`config.mk`:
```
export PLATFORM = sky130hd
export DESIGN_NAME = rom_loader
export DESIGN_NICKNAME = d
export VERILOG_FILES = /design/src/rtl/rom_loader_pkg.sv /design/src/rtl/rom_loader.sv
export SDC_FILE = /design/constraint.sdc
export NUM_CORES = 1
export LEC_CHECK = 0
export CAP_MARGIN = 20
export CORE_MARGIN = 10
export CORE_UTILIZATION = 40
export CTS_BUF_LIST = sky130_fd_sc_hd__clkbuf_8
export CTS_CLUSTER_DIAMETER = 100
export DETAILED_ROUTE_END_ITERATION = 12
export GPL_ROUTABILITY_DRIVEN = 0
export GPL_TIMING_DRIVEN = 0
export PLACE_DENSITY = 0.66
export SYNTH_ARGS = -nofsm -noshare
export SYNTH_HDL_FRONTEND = slang
export SYNTH_SLANG_ARGS = --single-unit
```
`constraint.sdc`:
```
create_clock -name clk_sys -period 3.9 [get_ports clk_sys]
set_input_delay 0.39 -clock clk_sys [delete_from_list [all_inputs] [get_ports clk_sys]]
set_output_delay 0.39 -clock clk_sys [all_outputs]
set_load 0.02 [all_outputs]
```
`src/rtl/rom_loader_pkg.sv`:
```
// Shared types and helpers for the ROM/BIOS image loader.
package rom_loader_pkg;

  localparam int unsigned IDX_W = 8;

  typedef enum logic [1:0] {
    StIdle,
    StCollect,
    StWrite,
    StFlush
  } state_e;

  // Byte-lane index width; never zero so 8-bit builds still get a legal vector.
  function automatic int unsigned lane_w(input int unsigned bytes);
    return (bytes > 1) ? $clog2(bytes) : 1;
  endfunction

endpackage

```
`src/rtl/rom_loader.sv`:
```
// Packs the hps_io ioctl byte stream into memory words, one region per image slot.
// Optional ROM_LOADER_CHECKSUM_EN adds a per-image modulo-256 byte checksum.
module rom_loader
  import rom_loader_pkg::*;
#(
  parameter int unsigned ADDR_W               = 21,
  parameter int unsigned DATA_W               = 16,
  parameter int unsigned NUM_IMG              = 2,
  parameter int unsigned REGION_SHIFT         = 17,
  parameter logic [NUM_IMG-1:0] REQ_MASK      = NUM_IMG'(1)
) (
  input  logic                clk_sys,
  input  logic                reset,
  input  logic                ioctl_download,
  input  logic                ioctl_wr,
  input  logic [24:0]         ioctl_addr,
  input  logic [7:0]          ioctl_dout,
  input  logic [15:0]         ioctl_index,
  output logic                ioctl_wait,
  output logic                mem_req,
  input  logic                mem_ack,
  output logic [ADDR_W-1:0]   mem_addr,
  output logic [DATA_W-1:0]   mem_din,
  output logic [DATA_W/8-1:0] mem_be,
  output logic [NUM_IMG-1:0]  loaded,
  output logic                hold_reset,
  output logic                err
`ifdef ROM_LOADER_CHECKSUM_EN
  ,
  output logic [7:0]          csum,
  output logic                csum_valid
`endif
);

  localparam int unsigned BYTES   = DATA_W / 8;
  localparam int unsigned LANE_W  = lane_w(BYTES);
  localparam int unsigned LANE_SH = (BYTES > 1) ? $clog2(BYTES) : 0;
  localparam logic [LANE_W-1:0] LANE_TOP = LANE_W'(BYTES - 1);

  state_e              r_state, w_state_nx;
  logic                r_dl;
  logic [IDX_W-1:0]    r_slot, w_slot_nx;
  logic [ADDR_W-1:0]   r_waddr, w_waddr_nx;
  logic [DATA_W-1:0]   r_din, w_din_nx;
  logic [BYTES-1:0]    r_be, w_be_nx;
  logic                r_skid_vld, w_skid_vld_nx;
  logic [ADDR_W-1:0]   r_skid_waddr, w_skid_waddr_nx;
  logic [LANE_W-1:0]   r_skid_lane, w_skid_lane_nx;
  logic [7:0]          r_skid_data, w_skid_data_nx;
  logic [NUM_IMG-1:0]  r_loaded, w_loaded_nx;
  logic                r_err, w_err_nx;
  logic                r_wait, w_wait_nx;
  logic                w_drop, w_done, w_start, w_acc;

  logic                w_rise, w_idx_ok, w_in_range, w_in_ok, w_in_bad;
  logic [31:0]         w_baddr;
  logic [ADDR_W-1:0]   w_in_waddr;
  logic [LANE_W-1:0]   w_in_lane;
  logic                w_src_vld;
  logic [ADDR_W-1:0]   w_src_waddr;
  logic [LANE_W-1:0]   w_src_lane;
  logic [7:0]          w_src_data;
  logic                w_unused;

  assign w_unused   = ^ioctl_index[15:IDX_W];
  assign w_rise     = ioctl_download & ~r_dl;
  assign w_idx_ok   = 32'(ioctl_index[IDX_W-1:0]) < NUM_IMG;
  assign w_in_range = (ioctl_addr >> REGION_SHIFT) == '0;
  assign w_in_ok    = ioctl_wr & w_in_range;
  assign w_in_bad   = ioctl_wr & ~w_in_range;
  assign w_baddr    = (32'(r_slot) << REGION_SHIFT) + 32'(ioctl_addr);
  assign w_in_waddr = ADDR_W'(w_baddr >> LANE_SH);
  assign w_in_lane  = LANE_W'(w_baddr) & LANE_TOP;

  // A held skid byte is always older than the live ioctl byte, so it goes first.
  assign w_src_vld   = r_skid_vld | w_in_ok;
  assign w_src_waddr = r_skid_vld ? r_skid_waddr : w_in_waddr;
  assign w_src_lane  = r_skid_vld ? r_skid_lane : w_in_lane;
  assign w_src_data  = r_skid_vld ? r_skid_data : ioctl_dout;

  always_ff @(posedge clk_sys or posedge reset) begin
    if (reset) begin
      r_state      <= StIdle;
      r_dl         <= 1'b0;
      r_slot       <= '0;
      r_waddr      <= '0;
      r_din        <= '0;
      r_be         <= '0;
      r_skid_vld   <= 1'b0;
      r_skid_waddr <= '0;
      r_skid_lane  <= '0;
      r_skid_data  <= '0;
      r_loaded     <= '0;
      r_err        <= 1'b0;
      r_wait       <= 1'b0;
    end else begin
      r_state      <= w_state_nx;
      r_dl         <= ioctl_download;
      r_slot       <= w_slot_nx;
      r_waddr      <= w_waddr_nx;
      r_din        <= w_din_nx;
      r_be         <= w_be_nx;
      r_skid_vld   <= w_skid_vld_nx;
      r_skid_waddr <= w_skid_waddr_nx;
      r_skid_lane  <= w_skid_lane_nx;
      r_skid_data  <= w_skid_data_nx;
      r_loaded     <= w_loaded_nx;
      r_err        <= w_err_nx;
      r_wait       <= w_wait_nx;
    end
  end

  always_comb begin
    w_state_nx      = r_state;
    w_slot_nx       = r_slot;
    w_waddr_nx      = r_waddr;
    w_din_nx        = r_din;
    w_be_nx         = r_be;
    w_skid_vld_nx   = r_skid_vld;
    w_skid_waddr_nx = r_skid_waddr;
    w_skid_lane_nx  = r_skid_lane;
    w_skid_data_nx  = r_skid_data;
    w_loaded_nx     = r_loaded;
    w_err_nx        = r_err;
    w_drop          = 1'b0;
    w_done          = 1'b0;
    w_start         = 1'b0;
    if (r_state != StIdle && w_in_bad) w_err_nx = 1'b1;
    unique case (r_state)
      StIdle: begin
        if (w_rise && w_idx_ok) begin
          w_state_nx    = StCollect;
          w_slot_nx     = ioctl_index[IDX_W-1:0];
          w_loaded_nx   = r_loaded & ~(NUM_IMG'(1) << ioctl_index[IDX_W-1:0]);
          w_be_nx       = '0;
          w_din_nx      = '0;
          w_skid_vld_nx = 1'b0;
          w_start       = 1'b1;
        end
      end
      StCollect: begin
        if (w_src_vld) begin
          if (r_be != '0 && w_src_waddr != r_waddr) begin
            // Issue the current word; the new byte waits in the skid.
            w_state_nx = StWrite;
            if (!r_skid_vld) begin
              w_skid_vld_nx   = 1'b1;
              w_skid_waddr_nx = w_in_waddr;
              w_skid_lane_nx  = w_in_lane;
              w_skid_data_nx  = ioctl_dout;
            end else if (w_in_ok) begin
              w_drop = 1'b1;
            end
          end else begin
            w_waddr_nx                         = w_src_waddr;
            w_din_nx[{w_src_lane, 3'b000} +: 8] = w_src_data;
            w_be_nx[w_src_lane]                = 1'b1;
            if (r_skid_vld) begin
              w_skid_vld_nx   = w_in_ok;
              w_skid_waddr_nx = w_in_waddr;
              w_skid_lane_nx  = w_in_lane;
              w_skid_data_nx  = ioctl_dout;
            end
            if (w_src_lane == LANE_TOP) w_state_nx = StWrite;
          end
        end else if (!ioctl_download) begin
          if (r_be != '0) begin
            w_state_nx = StFlush;
          end else begin
            w_state_nx = StIdle;
            w_done     = 1'b1;
          end
        end
      end
      StWrite, StFlush: begin
        if (w_in_ok) begin
          if (!r_skid_vld) begin
            w_skid_vld_nx   = 1'b1;
            w_skid_waddr_nx = w_in_waddr;
            w_skid_lane_nx  = w_in_lane;
            w_skid_data_nx  = ioctl_dout;
          end else begin
            w_drop = 1'b1;
          end
        end
        if (mem_ack) begin
          w_be_nx  = '0;
          w_din_nx = '0;
          if ((r_state == StWrite && ioctl_download) || w_skid_vld_nx) begin
            w_state_nx = StCollect;
          end else begin
            w_state_nx = StIdle;
            w_done     = 1'b1;
          end
        end
      end
      default: w_state_nx = StIdle;
    endcase
    if (w_done) w_loaded_nx = w_loaded_nx | (NUM_IMG'(1) << r_slot);
    w_wait_nx = (w_state_nx == StWrite) || (w_state_nx == StFlush) || w_skid_vld_nx;
    w_acc     = (r_state != StIdle) && w_in_ok && !w_drop;
  end

  always_comb begin
    mem_req    = (r_state == StWrite) || (r_state == StFlush);
    mem_addr   = r_waddr;
    mem_din    = r_din;
    mem_be     = r_be;
    ioctl_wait = r_wait;
    loaded     = r_loaded;
    err        = r_err;
    hold_reset = ioctl_download || (r_state != StIdle) || ((r_loaded & REQ_MASK) != REQ_MASK);
  end

`ifdef ROM_LOADER_CHECKSUM_EN
  logic [7:0] r_csum;
  logic       r_csum_valid;

  always_ff @(posedge clk_sys or posedge reset) begin
    if (reset) begin
      r_csum       <= '0;
      r_csum_valid <= 1'b0;
    end else begin
      if (w_start) begin
        r_csum       <= '0;
        r_csum_valid <= 1'b0;
      end else begin
        if (w_acc) r_csum <= r_csum + ioctl_dout;
        if (w_done) r_csum_valid <= 1'b1;
      end
    end
  end

  assign csum       = r_csum;
  assign csum_valid = r_csum_valid;
`else
  logic w_unused_acc;
  assign w_unused_acc = w_acc ^ w_start;
`endif

endmodule
```
**Yosys cells after proc, flatten, opt, wreduce, memory -nomap -nowiden**

Cells that the tools add are included.

- $add $sub $neg: 2
- Magnitude comparators: 3
- Equal/unequal tests: 12
- Shifts and indexed selects: 4
- Muxes and demuxes: 56
- Bitwise operators: 12
- Reductions and logical operators: 21

Operators by type and width:

| cell | count |
|---|---|
| 21-bit two-way mux | 5 |
| 16-bit two-way mux | 4 |
| 16-bit case mux with 3 select lines | 1 |
| 21-bit case mux with 2 select lines | 1 |
| 8-bit two-way mux | 5 |
| 2-bit two-way mux | 14 |
| 25-bit zero test | 1 |
| 22-bit adder | 1 |
| 21-bit inequality test | 1 |
| 1-bit two-way mux | 18 |
| 16-bit bitwise mux | 1 |
| 8-bit case mux with 2 select lines | 1 |
| 8-bit by 6-bit variable shift with 16-bit output (first input constant) | 1 |
| 8-bit by 6-bit indexed part select with 16-bit output | 1 |
| 1-bit by 8-bit left shift with 2-bit output (first input constant) | 2 |
| 2-bit case mux with 3 select lines | 2 |
| 2-bit inequality test (second input constant) | 5 |
| 2-bit equality test (second input constant) | 4 |
| 8-bit by 2-bit less-than comparator with 1-bit output (second input constant) | 1 |
| 4-bit AND reduction | 2 |
| 1-bit logical OR | 6 |
| 4-bit negation with 6-bit output | 1 |
| 2-bit nonzero test | 3 |
| 1-bit logical AND | 5 |
| other kinds (17) | 24 |

- Bits in registers: 85
- Input bits: 54
- Output and inout port bits: 45
- Word-level logic and storage cells: 123

**Logic depth before layout (Yosys ltp)**

- Depth in word-level cells: 11
- Gate-level depth with buffers: 11
- Mapped depth without buffers: 9

**Worst setup path before layout**

OpenSTA, ideal clock, no wires.

- Kind: input -> register
- From: input ioctl_addr[17]
- To: register r_skid_data[0]
- Setup time: 0.125 ns
- Data arrival time: 3.342 ns
- Data required time: 3.775 ns
- Path slack: 0.433 ns
- Stages on the path: 11
- Buffers on the path: 2
- Cell sequence: ha_1 fa_1 a21o_1 a21oi_1 mux2_2 o311a_1 or4_1 buf_2 a221oi_4 buf_6 mux2_4

- Longest elaborated chain between the ends: 7
- Elaborated cells on any way between the ends: 14
- Those cells by class: add/sub: 1; eq/ne: 4; mux: 4; bitwise: 2; reduce/logical: 3

Ends and longest elaborated chain:

| element | line | RTL |
|---|---|---|
| from (decl) | rom_loader.sv:16 | `input logic [24:0] ioctl_addr,` |
| 22-bit adder | rom_loader.sv:71 | `assign w_baddr = (32'(r_slot) << REGION_SHIFT) + 32'(ioctl_addr);` |
| 21-bit two-way mux | n/a |  |
| 21-bit inequality test | rom_loader.sv:143 | `if (r_be != '0 && w_src_waddr != r_waddr) begin` |
| 1-bit logical AND | rom_loader.sv:143 |  |
| 8-bit two-way mux | rom_loader.sv:143 |  |
| 8-bit two-way mux | rom_loader.sv:142 | `if (w_src_vld) begin` |
| 8-bit case mux with 2 select lines | rom_loader.sv:129 | `unique case (r_state)` |
| to (signal assigned) | rom_loader.sv:106 | `r_skid_data <= w_skid_data_nx;` |
| to (decl) | rom_loader.sv:49 | `logic [7:0] r_skid_data, w_skid_data_nx;` |

Parallel ways exist; a longest one is shown, timed or not. The select of a mux whose other input is x is not followed.
A chain may end at the register's enable or synchronous reset.

**Worst setup path in the final report**

- From: input ioctl_addr[17]
- To: register r_skid_data[4]

The elaborated chain is that of the path after synthesis.

==> results.md <==
- Seq/Total Area, Yosys: 48.67%
- Post-Synth Adder-Cell Area: 1.603%
- Critical path, cell by cell: clkdlybuf4s50_1 > ha_1 > fa_1 > mux2i_2 > xnor2_1 > nor4_1 > nand4_1 > or4_1 > buf_2 > a221oi_4 > buf_6 > mux2_4
- Hold Slack: 0.4300 ns
- Setup WS pre-CTS: -0.2896 ns
- Worst EP required: 4.14 ns
- Compound-Gate Fraction of Synth Area: 8.961%
- Most common cell after layout, fill and taps aside: clkdlybuf4s50_1
- Max Buffers Root-to-Sink: 2
- Status: finished clean
- Worst setup SP type: input pin
- Total negative slack: 0 ns
- Port bufs: 90
- Critical Path Fanout Max: 10
- Syn nets: 423
- Leakage power: 2.732 nW
- Avg Inst Size Synth: 12.01 um^2
- Antenna viol nets, final: 0
- Placeable Area: 10,750 um^2
- DR WL/cell: 17.42 um
- Vias in the first global route: 3,365
- Fin util: 53.20%
- Number of synthesized flops with an enable pin: 0
- Nets: 525
- Final Hold Fails: 0
- Async SR Flop Fraction: 100.0%
- Die footprint: 15,510 um^2
- DR vias/cell: 5.090
- Xor-xnor portion of the synthesized cell area: 4.810%
- Htree depth: 3
- # rows: 38
- Iter 0 DRT Violations: 146
- Crit. End Element: flip-flop
- Largest net degree at the start of global routing: 44
- Post-synthesis cell count: 364
- First-pass GRT wire length: 17,640 um
- Slew HR: 46.61%
- Drt pass-1 iters: 4
- Critical path's top delay family: simple AND/OR/NAND/NOR gates
- Main combinational cell family by area after synthesis: multiplexers
- Yosys warns: 0
- Slew Limit Fails: 0
- CTS root buf: clkbuf_8
- Setup Viol. Count Final: 0
- Num CTS Buffers: 9
- Max Freq: 265.6 MHz
- Slowest cell on the critical path: or4_1
- Initial antenna violation count: 0
- Clock skew: 0.01516 ns
- Final std cells w/o fill: 611
- Worst-Margin Slew: 0.8008 ns
- # IOs: 99
- Mapped cell area: 4370 um^2
- Crit path kind: input pin to flip-flop
- CP max stage delay: 0.54 ns
- # fillers: 951
- R2r startpoint: r_slot[0]
- Share of cells above drive strength 1: 12.95%
- Crit. Startpoint: ioctl_addr[17]
- Area delta synth->final: 30.80%
- N_diodes: 0
- Sink Count: 85
- Die H: 124.5 um
- GR Overflow Total: 0
- Worst-skew pair later-pin latency: 0.36 ns
- GRT Total Usage: 13.72%
- Routed via count: 3,110
- Fin crit period: 3.765 ns
- Max Cap Violations: 0
- Worst path bufs/invs: 3
- Pwr Total: 2.110 mW
- Final Cycle Share: 96.54%
- Post-synthesis simple-gate area fraction: 8.360%
- Initial Utilization: 40.67%
- Placed cell count: 595
- Pwr dens: 369.0 nW/um^2
- Post-route cell area: 5717 um^2
- Commonest non-fill, non-tap cells in the layout: clkdlybuf4s50_1, dfrtp_1, mux2i_1
- Register bit total from synthesis: 85
- CTS tree: yes
- DIE WIDTH: 124.5 um
- CTS clock-pin slew for the worst setup and hold paths: 0.08 ns
- # DRC: 0
- Worst setup margin: 0.1349 ns
- Mux cell area share after synthesis: 22.04%
- Critical Path AT: 4.00 ns
- Hold WC Path Type: input pin to asynchronous set/reset pin
- Post-DP HPWL: 7861 um
- Maximum vdd drop: 0.2514 mV
- Hold_buf cts: 0
- DRT Wirelength: 10,640 um
- Dpl cell area: 5469 um^2
- Primary FF master, synth: dfrtp_1
- Distinct cells, synth: 50
-- sequential cells by signal, summed over array words and instances (netlist names), 2 cells and up --
register and cells:
loaded 2, mem_addr 21, mem_be 2, mem_din 16, r_skid_data 8, r_skid_waddr 21, r_slot 8, r_state 2
-- final timing paths --
kind	to	slack, ns	cells past startpoint
max	r_skid_data[4]	0.13	12
max reg2reg	r_skid_data[4]	0.18	11
max in group asynchronous	mem_addr[19]	2.83	3
min reg2reg	err	0.48	1
min in group clk_sys	err	0.48	1
min	mem_addr[5]	0.43	2
-- power by group --
group	internal, mW	leakage [nW]	switching [mW]
Combinational	0.190	1.54	0.212
Sequential	0.930	1.07	0.0365
Clock	0.423	0.121	0.318
-- worst reg2reg max path: stages (launching register included) --
cell and delay, ns:
dfrtp_1 0.44, ha_1 0.23, fa_1 0.48, mux2i_2 0.21, xnor2_1 0.10, nor4_1 0.29, nand4_1 0.22, or4_1 0.54
buf_2 0.19, a221oi_4 0.34, buf_6 0.25, mux2_4 0.32
-- final cells by class --
| cell class | instances | area, um^2 | area share, % |
|---|---|---|---|
| repair buffers | 91 | 920.9 | 16.11 |
| multi-input cells | 225 | 2008 | 35.13 |
| clock inverters | 7 | 115.1 | 2.014 |
| plain buffers | 17 | 105.1 | 1.838 |
| flip-flops and latches | 85 | 2127 | 37.21 |
| well taps | 140 | 175.2 | 3.064 |
| clock buffers | 9 | 123.9 | 2.167 |
| inverters | 37 | 141.4 | 2.473 |
-- cells by family (layout without fill, tap and decap cells) --
group | after synthesis | after routing
muxes | 81 | 81
DFF | 85 | 85
xor gates and xnor gates | 24 | 24
adders and majority gates | 5 | 5
AOI/OAI and AO/OA | 50 | 50
buffers and inverters | 54 | 161
and+or+nand+nor | 65 | 65
-- per-layer routing --
metal / wire length, um / GRT usage (%) / share of wire [%] / up-vias
li1: - / - / - / 1488
met4: 102 / 2.879 / 0.96 / 0
met1: 4947 / 17.64 / 46 / 1534
met3: 696 / 5.617 / 6.5 / 8
met5: 0 / 0 / 0 / -
met2: 4895 / 21.12 / 46 / 80
-- cells in the mapped netlist, types with 2 or more instances --
library cell | number | area share (%)
o221ai_1 | 2 | 0.40
buf_6 | 5 | 1.3
buf_2 | 2 | 0.23
nand3_1 | 8 | 0.92
dfrtp_1 | 85 | 49
a21o_1 | 2 | 0.34
nand2b_1 | 5 | 0.72
a211o_1 | 2 | 0.40
clkbuf_1 | 8 | 0.69
nand4_1 | 3 | 0.43
o32ai_1 | 8 | 1.6
a21oi_1 | 8 | 0.92
ha_1 | 4 | 1.1
nor3_1 | 2 | 0.23
nand2_1 | 9 | 0.77
inv_1 | 36 | 3.1
mux2_4 | 30 | 10
o2bb2ai_1 | 9 | 1.8
nor2b_1 | 2 | 0.29
nor2_1 | 9 | 0.77
o21ai_0 | 10 | 1.1
nand3b_1 | 2 | 0.34
xor2_1 | 3 | 0.60
xnor2_1 | 21 | 4.2
nor4_1 | 8 | 1.1
mux2i_1 | 49 | 11
and2_1 | 7 | 1.0
and3_1 | 2 | 0.29
buf_1 | 2 | 0.17
-- timing repair --
item / 4_1_cts / 5_1_grt
buffers inserted: 0 / 0
gates resized for setup: 0 / 4
endpoints found under the setup margin: 0 / 39
Note: power is estimated with default switching activity, not from simulation.
